`src/rtl/lcd_frame_capture_if.sv`:
```
// Video-in plus frame-buffer write bundle for the frame capture block.
// The master drives the panel stream and START; the slave writes the RAM.
interface lcd_frame_capture_if #(
    parameter int AW = 17
);
    logic          PIX_EN;
    logic          HD;
    logic          VD;
    logic          DEN;
    logic [7:0]    R;
    logic [7:0]    G;
    logic [7:0]    B;
    logic          START;
    logic          WR_EN;
    logic [AW-1:0] WR_ADDR;
    logic [15:0]   WR_DATA;
    logic          BUSY;
    logic          DONE;
    logic          ERR;

    modport master (
        output PIX_EN, HD, VD, DEN, R, G, B, START,
        input  WR_EN, WR_ADDR, WR_DATA, BUSY, DONE, ERR
    );

    modport slave (
        input  PIX_EN, HD, VD, DEN, R, G, B, START,
        output WR_EN, WR_ADDR, WR_DATA, BUSY, DONE, ERR
    );
endinterface

```
`src/rtl/lcd_frame_capture.sv`:
```
// Captures one HD/VD/DEN RGB888 frame per START into a 16-bit RAM,
// packed to RGB565 and decimated 2x in both directions.
module lcd_frame_capture #(
    parameter int H_ACT = 800,
    parameter int V_ACT = 480,
    parameter int AW    = 17
) (
    input  logic                 CLK,
    input  logic                 RST_n,
    lcd_frame_capture_if.slave   bus
);
    localparam int CW = $clog2(H_ACT + 1);
    localparam int RW = $clog2(V_ACT + 1);
    localparam logic [AW-1:0] ADDR_MAX = AW'((H_ACT / 2) * (V_ACT / 2) - 1);

    typedef enum logic [1:0] {IDLE, WAIT_VS, CAPTURE, FINISH} state_t;

    state_t        state_q, state_d;
    logic [CW-1:0] col_q, col_d;
    logic [RW-1:0] row_q, row_d;
    logic [AW-1:0] addr_q, addr_d;
    logic          busy_q, busy_d;
    logic          err_q, err_d;
    logic          done_q, done_d;
    logic          wr_en_q, wr_en_d;
    logic [AW-1:0] wr_addr_q, wr_addr_d;
    logic [15:0]   wr_data_q, wr_data_d;
    logic          vd_q, den_q;
    logic          vd_fall, den_fall;
    logic          ign_unused;

    // HD carries no information here: lines are delimited by DEN alone.
    assign ign_unused = ^{bus.HD, bus.R[2:0], bus.G[1:0], bus.B[2:0]};

    assign vd_fall  = bus.PIX_EN & vd_q & ~bus.VD;
    assign den_fall = bus.PIX_EN & den_q & ~bus.DEN;

    always_ff @(posedge CLK or negedge RST_n) begin
        if (!RST_n) begin
            state_q   <= IDLE;
            col_q     <= '0;
            row_q     <= '0;
            addr_q    <= '0;
            busy_q    <= 1'b0;
            err_q     <= 1'b0;
            done_q    <= 1'b0;
            wr_en_q   <= 1'b0;
            wr_addr_q <= '0;
            wr_data_q <= '0;
            vd_q      <= 1'b0;
            den_q     <= 1'b0;
        end else begin
            state_q   <= state_d;
            col_q     <= col_d;
            row_q     <= row_d;
            addr_q    <= addr_d;
            busy_q    <= busy_d;
            err_q     <= err_d;
            done_q    <= done_d;
            wr_en_q   <= wr_en_d;
            wr_addr_q <= wr_addr_d;
            wr_data_q <= wr_data_d;
            if (bus.PIX_EN) begin
                vd_q  <= bus.VD;
                den_q <= bus.DEN;
            end
        end
    end

    always_comb begin
        state_d   = state_q;
        col_d     = col_q;
        row_d     = row_q;
        addr_d    = addr_q;
        busy_d    = busy_q;
        err_d     = err_q;
        done_d    = 1'b0;
        wr_en_d   = 1'b0;
        wr_addr_d = wr_addr_q;
        wr_data_d = wr_data_q;
        unique case (state_q)
            IDLE: begin
                if (bus.START) begin
                    state_d = WAIT_VS;
                    busy_d  = 1'b1;
                    err_d   = 1'b0;
                end
            end
            WAIT_VS: begin
                if (vd_fall) begin
                    state_d = CAPTURE;
                    col_d   = '0;
                    row_d   = '0;
                    addr_d  = '0;
                end
            end
            CAPTURE: begin
                if (den_fall) begin
                    col_d = '0;
                    row_d = row_q + 1'b1;
                    // Last line completing beats a coincident VD fall.
                    if (row_q == RW'(V_ACT - 1)) begin
                        state_d = FINISH;
                        busy_d  = 1'b0;
                        done_d  = 1'b1;
                    end else if (vd_fall) begin
                        state_d = FINISH;
                        busy_d  = 1'b0;
                        err_d   = 1'b1;
                    end
                end else if (vd_fall) begin
                    state_d = FINISH;
                    busy_d  = 1'b0;
                    err_d   = 1'b1;
                end else if (bus.PIX_EN && bus.DEN && col_q < CW'(H_ACT)) begin
                    col_d = col_q + 1'b1;
                    if (!col_q[0] && !row_q[0] && addr_q <= ADDR_MAX) begin
                        wr_en_d   = 1'b1;
                        wr_addr_d = addr_q;
                        wr_data_d = {bus.R[7:3], bus.G[7:2], bus.B[7:3]};
                        addr_d    = addr_q + 1'b1;
                    end
                end
            end
            FINISH:  state_d = IDLE;
            default: state_d = IDLE;
        endcase
    end

    assign bus.WR_EN   = wr_en_q;
    assign bus.WR_ADDR = wr_addr_q;
    assign bus.WR_DATA = wr_data_q;
    assign bus.BUSY    = busy_q;
    assign bus.DONE    = done_q;
    assign bus.ERR     = err_q;
endmodule

```
`src/flat_wrapper.sv`:
```
// flat-port wrapper written by rule: the top's interface ports become plain ports
module lcd_frame_capture_flat 
#(
    parameter int H_ACT = 800,
    parameter int V_ACT = 480,
    parameter int AW    = 17
)
  (CLK, RST_n, bus_PIX_EN, bus_HD, bus_VD, bus_DEN, bus_R, bus_G, bus_B, bus_START, bus_WR_EN, bus_WR_ADDR, bus_WR_DATA, bus_BUSY, bus_DONE, bus_ERR);
  lcd_frame_capture_if #(.AW(AW)) bus_i ();
  input  logic CLK;
  input  logic RST_n;
  input wire logic [$bits(bus_i.PIX_EN)-1:0] bus_PIX_EN;
  input wire logic [$bits(bus_i.HD)-1:0] bus_HD;
  input wire logic [$bits(bus_i.VD)-1:0] bus_VD;
  input wire logic [$bits(bus_i.DEN)-1:0] bus_DEN;
  input wire logic [$bits(bus_i.R)-1:0] bus_R;
  input wire logic [$bits(bus_i.G)-1:0] bus_G;
  input wire logic [$bits(bus_i.B)-1:0] bus_B;
  input wire logic [$bits(bus_i.START)-1:0] bus_START;
  output wire logic [$bits(bus_i.WR_EN)-1:0] bus_WR_EN;
  output wire logic [$bits(bus_i.WR_ADDR)-1:0] bus_WR_ADDR;
  output wire logic [$bits(bus_i.WR_DATA)-1:0] bus_WR_DATA;
  output wire logic [$bits(bus_i.BUSY)-1:0] bus_BUSY;
  output wire logic [$bits(bus_i.DONE)-1:0] bus_DONE;
  output wire logic [$bits(bus_i.ERR)-1:0] bus_ERR;
  assign bus_i.PIX_EN = bus_PIX_EN;
  assign bus_i.HD = bus_HD;
  assign bus_i.VD = bus_VD;
  assign bus_i.DEN = bus_DEN;
  assign bus_i.R = bus_R;
  assign bus_i.G = bus_G;
  assign bus_i.B = bus_B;
  assign bus_i.START = bus_START;
  assign bus_WR_EN = bus_i.WR_EN;
  assign bus_WR_ADDR = bus_i.WR_ADDR;
  assign bus_WR_DATA = bus_i.WR_DATA;
  assign bus_BUSY = bus_i.BUSY;
  assign bus_DONE = bus_i.DONE;
  assign bus_ERR = bus_i.ERR;
  lcd_frame_capture #(.H_ACT(H_ACT), .V_ACT(V_ACT), .AW(AW)) u_core (.CLK(CLK), .RST_n(RST_n), .bus(bus_i));
endmodule
```
`config.mk`:
```
export PLATFORM = sky130hd
export DESIGN_NAME = lcd_frame_capture_flat
export DESIGN_NICKNAME = d
export VERILOG_FILES = /design/src/rtl/lcd_frame_capture_if.sv /design/src/rtl/lcd_frame_capture.sv /design/src/flat_wrapper.sv
export SDC_FILE = /design/constraint.sdc
export NUM_CORES = 1
export LEC_CHECK = 0
export CORE_AREA = 2 2 89 91
export DETAILED_ROUTE_END_ITERATION = 10
export DIE_AREA = 0 0 91 93
export PLACE_DENSITY_LB_ADDON = 0.08
export SLEW_MARGIN = 20
export SYNTH_ARGS = -nofsm -noshare
export SYNTH_HDL_FRONTEND = slang
export SYNTH_SLANG_ARGS = --single-unit
```
`constraint.sdc`:
```
create_clock -name CLK -period 2.9 [get_ports CLK]
set_clock_uncertainty 0.1 [all_clocks]
set_input_delay 0.29 -clock CLK [delete_from_list [all_inputs] [get_ports CLK]]
set_output_delay 0.29 -clock CLK [all_outputs]
set_load 0.1 [all_outputs]
```
### Yosys cells after proc, flatten, opt, wreduce, memory -nomap -nowiden

Index checks and enable logic that the tools add are counted.

| word-level totals | value |
|---|---|
| register bits after elaboration | 77 |
| bits of input ports | 31 |
| output and inout bits | 37 |
| logic and storage cells | 93 |

| cells by class | value |
|---|---|
| add/subtract/negate cells | 3 |
| $lt $le $gt $ge | 2 |
| equality and inequality tests | 14 |
| multiplexer cells | 38 |
| bitwise logic cells | 8 |
| reduce and logical (&&, ||, !) cells | 16 |

Operators with widths:

| cell | count |
|---|---|
| 17-bit 2-to-1 mux | 5 |
| 10-bit 2-to-1 mux | 4 |
| 17-bit one-hot mux with 2 select lines | 1 |
| 10-bit one-hot mux with 2 select lines | 1 |
| 9-bit 2-to-1 mux | 2 |
| 9-bit one-hot mux with 2 select lines | 1 |
| 17-bit by 1-bit adder with 17-bit output (second input constant) | 1 |
| 17-bit less-or-equal comparator (second input constant) | 1 |
| 1-bit 2-to-1 mux | 16 |
| 10-bit by 1-bit adder with 10-bit output (second input constant) | 1 |
| 10-bit less-than comparator (second input constant) | 1 |
| 2-bit 2-to-1 mux | 5 |
| 9-bit by 1-bit adder with 9-bit output (second input constant) | 1 |
| 9-bit == test (second input constant) | 1 |
| 2-bit by 1-bit != test with 1-bit output (second input constant) | 4 |
| 2-bit one-hot mux with 4 select lines | 1 |
| 2-bit != test (second input constant) | 3 |
| 3-bit != test (second input constant) | 2 |
| 3-bit AND reduction | 2 |
| 6-bit AND reduction | 1 |
| 5-bit AND reduction | 1 |
| 1-bit bitwise AND | 4 |
| 2-bit == test (second input constant) | 2 |
| 1-bit logical AND | 4 |
| 9 further kinds | 16 |

### Longest topological paths before layout

Gate-level depths: netlist of the first run.

| logic depth | value |
|---|---|
| depth after elaboration | 8 |
| depth in mapped cells | 9 |
| gate-level depth less buffers | 7 |

### Worst setup path after synthesis of the first run

Ideal clock, no wire load.

| path | value |
|---|---|
| path kind | register to register |
| start point | register u_core.state_q[0] |
| end point | register u_core.col_q[6] |
| arrival time | 1.959 ns |
| required time | 2.722 ns |
| setup slack | 0.764 ns |
| cell stages (with the launch flop) | 9 |
| path buffers | 1 |
| path through | dfrtp_1 -> inv_1 -> ha_1 -> buf_2 -> nor2b_1 -> o2bb2ai_1 -> and2_0 -> or4_1 -> a21oi_1 |

| between the ends | value |
|---|---|
| longest elaborated chain between the ends | 3 |
| elaborated cells between the ends (all ways) | 8 |

RTL lines:

| element | RTL line | RTL |
|---|---|---|
| start: declaration | lcd_frame_capture.sv:18 | `state_t state_q, state_d;` |
| start signal: assignment | lcd_frame_capture.sv:53 | `state_q <= state_d;` |
| 2-bit == test / 2-bit by 1-bit == test with 1-bit output (equally long branches) | lcd_frame_capture.sv:81 | `unique case (state_q)` |
| 3-bit != test (no source line) (tied with other cells) | n/a |  |
| 4-bit AND reduction (no source line) | n/a |  |
| end signal: assignment | lcd_frame_capture.sv:54 | `col_q <= col_d;` |
| end: declaration | lcd_frame_capture.sv:19 | `logic [CW-1:0] col_q, col_d;` |

Several ways; a longest one is shown, not always the timed one.
A chain may end at the register's enable or synchronous reset.

### Worst setup path in the final report of the first run

| path | value |
|---|---|
| start point | register u_core.col_q[7] |
| end point | register u_core.wr_data_q[12], in the netlist u_core.bus.WR_DATA[12] |

| between the ends | value |
|---|---|
| longest elaborated chain between the ends | 3 |

RTL lines:

| element | RTL line | RTL |
|---|---|---|
| 10-bit less-than comparator | lcd_frame_capture.sv:115 | `end else if (bus.PIX_EN && bus.DEN && col_q < CW'(H_ACT)) begin` |
| 1-bit logical AND | lcd_frame_capture.sv:115 |  |
| 5-bit AND reduction (no source line) | n/a |  |
| end signal: assignment | lcd_frame_capture.sv:62 | `wr_data_q <= wr_data_d;` |
| end: declaration | lcd_frame_capture.sv:27 | `logic [15:0] wr_data_q, wr_data_d;` |

No other way between the ends.

==> results of run 1 <==
==> per-stage QoR <==
| stage | hold WS (ps) | instances | util (%) | total power, µW | setup slack, ps |
|---|---|---|---|---|---|
| global route | 73.3 | 517 | 62.5 | 5320 | 341 |
| finish | -8.33 | 517 | 62.5 | 5050 | 573 |
| detailed placement | 396 | 501 | 59.7 | 4190 | 319 |
| floorplan | -106 | 348 | - | 3610 | 764 |
| global placement | 390 | 501 | 59.7 | 4160 | 350 |
| CTS | 33.9 | 517 | 62.5 | 5090 | 537 |
==> kinds of logic (layout without fill, tap and decap cells) <==
logic type	Yosys count	after routing	share of synthesized area (%)
buffers and inverters	29	96	3.50
adder cells (fa/ha/maj)	6	6	1.92
AND/OR/NAND/NOR	124	124	17.2
AO/OA/AOI/OAI	66	66	12.5
flip-flops	77	77	49.4
XOR/XNOR	10	10	2.25
multiplexers	36	36	13.2
==> layer usage <==
metal,global-route usage [%],up-vias,routed length [µm]
li1,-,1410,-
met1,26.2,1449,3570
met2,31.3,88,3730
met3,4.83,12,331
met4,6.69,0,120
met5,0,-,0
==> final cells by class <==
cell class                      count  area [µm²]
Tap cell                          102         128
Fill cell                         663        2820
Clock buffer                       10         128
Clock inverter                      6        86.3
Inverter                           13        48.8
Sequential cell                    77        1930
Timing Repair Buffer               67         553
Multi-Input combinational cell    242        1840
==> worst paths after layout <==
kind | start | slack (ps) | depth (start not counted) | to
min in group CLK | u_core.bus.WR_ADDR[2] | 410 | 1 | u_core.bus.WR_ADDR[2]
max in group asynchronous | RST_n | 2090 | 1 | u_core.addr_q[11]
setup reg to reg | u_core.col_q[7] | 570 | 6 | u_core.bus.WR_DATA[12]
hold reg to reg | u_core.bus.WR_ADDR[2] | 410 | 1 | u_core.bus.WR_ADDR[2]
hold / removal | RST_n | -8 | 1 | u_core.bus.WR_DATA[15]
setup / recovery | u_core.col_q[7] | 570 | 6 | u_core.bus.WR_DATA[12]
==> Yosys cell counts (all sizes together) (2+ instances only) <==
cell | instances | area share (%)
nor3 | 6 | 0.77
nand2b | 2 | 0.32
and4 | 5 | 1.1
a31oi | 7 | 1.1
a41oi | 3 | 0.67
a21oi | 11 | 1.4
a21o | 2 | 0.38
a211oi | 5 | 1.1
inv | 13 | 1.3
or3 | 5 | 0.80
o211ai | 5 | 0.96
ha | 6 | 1.9
nand4 | 12 | 1.9
o21ai | 12 | 1.5
or4 | 3 | 0.58
o31ai | 3 | 0.58
nand4b | 2 | 0.45
o311ai | 3 | 0.87
buf | 7 | 1.4
nor2 | 22 | 2.1
dfrtp | 77 | 49
a41o | 5 | 1.3
and2 | 7 | 1.1
nand2 | 28 | 2.8
nand3b | 3 | 0.58
nand3 | 11 | 1.4
xnor2 | 2 | 0.45
and3 | 11 | 1.8
xor2 | 8 | 1.8
mux2 | 36 | 13
clkbuf | 9 | 0.87
==> state kept, by name (all words and copies together) (netlist names) <==
register and count:
u_core.addr_q 17, u_core.bus.WR_ADDR 17, u_core.bus.WR_DATA 16, u_core.col_q 10, u_core.row_q 9, u_core.state_q 2
u_core.bus.BUSY 1, u_core.bus.DONE 1, u_core.bus.ERR 1, u_core.bus.WR_EN 1, u_core.den_q 1, u_core.vd_q 1
==> power breakdown <==
group	internal (µW)	total [µW]	switching [µW]
sequential	1320	1530	206
combinational	742	2650	1910
clock	485	871	387
total	2550	5050	2500
==> results.tsv, run 1 <==
stage	metric	value	unit
die	Die Ht	93	µm
sta	crit path time final	2330	ps
clock_tree	TritonCTS Sinks	77	
sta	slew margin rel.	36.1	%
sta	Hold Fails Final Rpt	19	
routing	Via Count	2959	
sta	maximum clock rate	430	MHz
pwr	peak supply drop	0.420	mV
status	status	complete, but fails checks	
grt	antenna violations before repair	0	
logic_synthesis	#FFs+latches synth	77	
logic_synthesis	Async SR Flop Fraction	100	%
clock_tree	root buffer cell	clkbuf_8	
setup_path	launching element type of the critical path	register	
grt	first-pass GRT wire length	13600	µm
routing	initial DRC count	165	
setup_path	CP top delay family	compound AO/OA/AOI/OAI gates	
setup_path	cell with the largest stage delay on the worst path	dfrtp_1	
die	die area	8460	µm²
clock_tree	Clock transition at path regs	80	ps
grt	pin count of the biggest net entering global routing	78	
clock_tree	CTS tree	yes	
logic_synthesis	synthesized area	3900	µm²
logic_synthesis	Netlist cell types	54	
die	initial core utilization	51.8	%
routing	final wirelength	7750	µm
clock_tree	# Post-CTS Setup Buffers	0	
sta	Slew Viols, Final	0	
clock_tree	Worst-Skew Late Latency	350	ps
sta	slew at the pin with the worst max-slew slack	958	ps
setup_path	CP max stage delay	430	ps
logic_synthesis	Gate Count Post-Synth	348	
cells_and_area	most frequent cells in the layout	dfrtp_1 (77), buf_4 (47), mux2_4 (29), nand2_1 (27), nor2_1 (22)	
job	max-cap viol count	0	
setup_path	worst-path cell chain	o311ai_2, nand4_1, a211oi_2, nand2_2, buf_4, mux2_4	
pwr	P_leak	0.00222	µW
cells_and_area	Layout Nets	447	
setup_path	Critical Path AT	2460	ps
clock_tree	TritonCTS Buffers	9	
die	die width	91	µm
setup_path	Worst Setup End Kind	register	
routing	drt wl/cell	15.0	µm
cells_and_area	commonest non-fill, non-tap cell in the layout	dfrtp_1	
logic_synthesis	Post-synth top flop	dfrtp_1	
cells_and_area	Diodes inserted	0	
logic_synthesis	warnings from Yosys	0	
setup_path	CP bufs+invs	1	
placement	post-DP HPWL	5110	µm
setup_path	maximum fanout along the worst path	34	
routing	# DRC	0	
placement	placed cell area	4490	µm²
sta	Final setup violation count	0	
setup_path	Critical Path RT	3030	ps
setup_path	kind of critical path	reg -> reg	
cells_and_area	Synth-to-Final Area Change	20.7	%
routing	vias per cell	5.72	
sta	period utilisation layout	80.2	%
logic_synthesis	Post-synth EDFFs	0	
cells_and_area	layout cell share with drive strength beyond 1	25.1	%
clock_tree	CTS Hold Bufs	0	
worst_hold_path	Worst Hold Class	in -> async	
grt	All-Layer GR Usage	19.6	%
pwr	PD cells	1070	nW/µm²
clock_tree	CTS resizes	0	
sta	final setup TNS	0	ps
die	core region area	7530	µm²
routing	TritonRoute pass-1 iters	4	
sta	RSZ-0062 raised after global routing	false	
placement	gp weighted congestion	0.820	
cells_and_area	Layout Cell Area excl Fill	4710	µm²
placement	Port Buffer Count	58	
grt	grt ovf	0	
logic_synthesis	mean post-synth cell area	11.2	µm²
die	num ports	68	
grt	vias in the first global route	2918	
logic_synthesis	Synth Net Count	385	
routing	post-route ant nets	0	
clock_tree	htree depth	3	
logic_synthesis	register area share after synthesis	49.4	%
clock_tree	clk buf depth	2	
sta	final hold slack	-8.33	ps
die	Rows	32	
status	failing checks	negative hold slack	
No activity file was read; power rests on OpenSTA's default activity.
==> run 2, diff against run 1 <==
--- a/config.mk
+++ b/config.mk
@@ -5,9 +5,9 @@
 export SDC_FILE = /design/constraint.sdc
 export NUM_CORES = 1
 export LEC_CHECK = 0
-export CORE_AREA = 2 2 89 91
+export CORE_AREA = 2 2 94 96
 export DETAILED_ROUTE_END_ITERATION = 10
-export DIE_AREA = 0 0 91 93
+export DIE_AREA = 0 0 96 98
 export PLACE_DENSITY_LB_ADDON = 0.08
 export SLEW_MARGIN = 20
 export SYNTH_ARGS = -nofsm -noshare
==> constraint.sdc (replaced) <==
create_clock -name CLK -period 1.9 [get_ports CLK]
set_clock_uncertainty 0.1 [all_clocks]
set_input_delay 0.19 -clock CLK [delete_from_list [all_inputs] [get_ports CLK]]
set_output_delay 0.19 -clock CLK [all_outputs]
set_load 0.1 [all_outputs]
==> results.tsv, run 2 (same netlist as run 1, synthesis figures left out) <==
stage	metric	value	unit
status	status	complete, but fails checks	
status	failing checks	negative setup slack	
routing	vias per cell	5.39	
routing	# DRC	0	
grt	All-Layer GR Usage	19.5	%
sta	final setup TNS	-5770	ps
clock_tree	htree depth	3	
job	max-cap viol count	0	
die	Rows	34	
pwr	PD cells	1540	nW/µm²
clock_tree	TritonCTS Sinks	77	
pwr	Comb pwr share	59.8	%
worst_hold_path	Worst Hold Class	in -> async	
cells_and_area	Post-Layout Cell Count	595	
cells_and_area	most frequent cells in the layout	buf_4 (103), dfrtp_1 (77), mux2_4 (29), nand2_1 (25), nor2_1 (21)	
routing	initial DRC count	202	
placement	gp weighted congestion	0.857	
die	die area	9410	µm²
grt	vias in the first global route	2967	
grt	antenna violations before repair	0	
pwr	Sw Ratio	48.7	%
sta	Slew Viols, Final	0	
grt	grt ovf	0	
setup_path	Critical Path AT	2210	ps
cells_and_area	post-layout util	64.9	%
cells_and_area	layout cell share with drive strength beyond 1	41.7	%
clock_tree	root buffer cell	clkbuf_8	
routing	TritonRoute pass-1 iters	4	
pwr	Seq pwr share	26.9	%
routing	drt wl/cell	15.1	µm
pwr	P_leak	0.00264	µW
sta	slew at the pin with the worst max-slew slack	421	ps
pwr	peak supply drop	0.935	mV
sta	crit path time final	2080	ps
cells_and_area	Layout Nets	519	
placement	post-DP HPWL	6030	µm
placement	placed cell area	5000	µm²
setup_path	maximum fanout along the worst path	22	
setup_path	Worst Setup End Kind	register	
setup_path	Critical Path RT	2030	ps
placement	Port Buffer Count	58	
cells_and_area	Synth-to-Final Area Change	40.8	%
pwr	Psw	4120	µW
grt	first-pass GRT wire length	14400	µm
grt	pin count of the biggest net entering global routing	49	
setup_path	launching element type of the critical path	register	
sta	Final setup violation count	44	
clock_tree	Clock transition at path regs	80	ps
routing	Via Count	3208	
routing	post-route ant nets	0	
sta	period utilisation layout	110	%
cells_and_area	sequential cell area	1930	µm²
die	num ports	68	
sta	Worst Slack Setup Final	-183	ps
clock_tree	CTS tree	yes	
sta	Hold Fails Final Rpt	0	
sta	slew margin rel.	72.0	%
placement	Place WS	-346	ps
sta	RSZ-0062 raised after global routing	true	
sta	maximum clock rate	480	MHz
clock_tree	clk buf depth	2	
cells_and_area	commonest non-fill, non-tap cell in the layout	buf_4	
setup_path	kind of critical path	reg -> reg	
die	initial core utilization	46.1	%
cells_and_area	fillcell total	660	
die	core region area	8470	µm²
clock_tree	Worst-Skew Late Latency	350	ps
clock_tree	TritonCTS Buffers	9	
pwr	Pint	4330	µW
pwr	Clk pwr share	13.3	%
die	die width	96	µm
routing	final wirelength	8970	µm
cells_and_area	Diodes inserted	0	
die	Die Ht	98	µm
placement	dpl cells	562	
cells_and_area	Layout Cell Area excl Fill	5490	µm²
cells_and_area	multi-input logic area	2020	µm²
run 2: cell types whose count changed in the layout (fill, tap and decap cells not counted), sizes merged:
cell / previous run / this run
buf: 47 / 118
bufinv: 2 / 0
clkinvlp: 1 / 2
clkinv: 2 / 4
dlygate4sd3: 0 / 1
inv: 14 / 13
run 2: worst max-delay path, stage by stage, from the launching register on:
cell,delay [ps]
dfrtp_1,390
o311ai_2,330
nand4_1,210
a211oi_2,280
nand2_2,140
buf_12,190
mux2_4,310
run 2: layer usage:
metal  wire (µm)  up-vias  GRT usage (%)
met1        4220     1569           27.7
met5           0        -              0
met2        4260       68           29.1
met3         337       11           3.86
met4         146        0           8.13
li1            -     1560              -
run 2: what timing repair did:
action / in CTS / in global routing
setup endpoints to repair: 54 / 70
resized for setup: 17 / 32
pin swaps: 12 / 22
cloned: 0 / 1
hold endpoints to repair: 29 / 0
setup buffers: 4 / 11
hold buffers: 1 / 0
run 2: power groups by stage:
stage / Combinational (µW) / Sequential [µW] / Clock, µW
finish: 5050 / 2280 / 1120
global route: 5340 / 2340 / 1230
CTS: 4710 / 2270 / 1170
detailed placement: 4620 / 2300 / 0
global placement: 4550 / 2280 / 0
floorplan: 1440 / 4160 / 0
run 2: through the flow:
step           total power [µW]  hold WS (ps)
6_report                   8450           208
5_1_grt                    8900           267
4_1_cts                    8150           223
3_5_place_dp               6920          64.3
3_3_place_gp               6840          55.0
2_1_floorplan              5600          -206
run 2: path summary, 6_finish.rpt:
| kind | cells past startpoint | slack, ps | to | start |
|---|---|---|---|---|
| max in group asynchronous | 3 | 900 | u_core.addr_q[15] | RST_n |
| setup reg to reg | 6 | -180 | u_core.bus.WR_DATA[5] | u_core.col_q[5] |
| hold / removal | 2 | 210 | u_core.bus.WR_ADDR[6] | RST_n |
| min in group CLK | 2 | 350 | u_core.bus.WR_DATA[3] | bus_B[6] |
| hold reg to reg | 1 | 420 | u_core.col_q[9] | u_core.col_q[9] |
| setup / recovery | 6 | -180 | u_core.bus.WR_DATA[5] | u_core.col_q[5] |
run 2: area by class of cell:
class | instances | area share, %
Multi-Input combinational cell | 242 | 36.9
Sequential cell | 77 | 35.1
Clock inverter | 6 | 0.706
Clock buffer | 10 | 2.51
Inverter | 13 | 0.889
Timing Repair Buffer | 139 | 21.5
Tap cell | 108 | 2.46
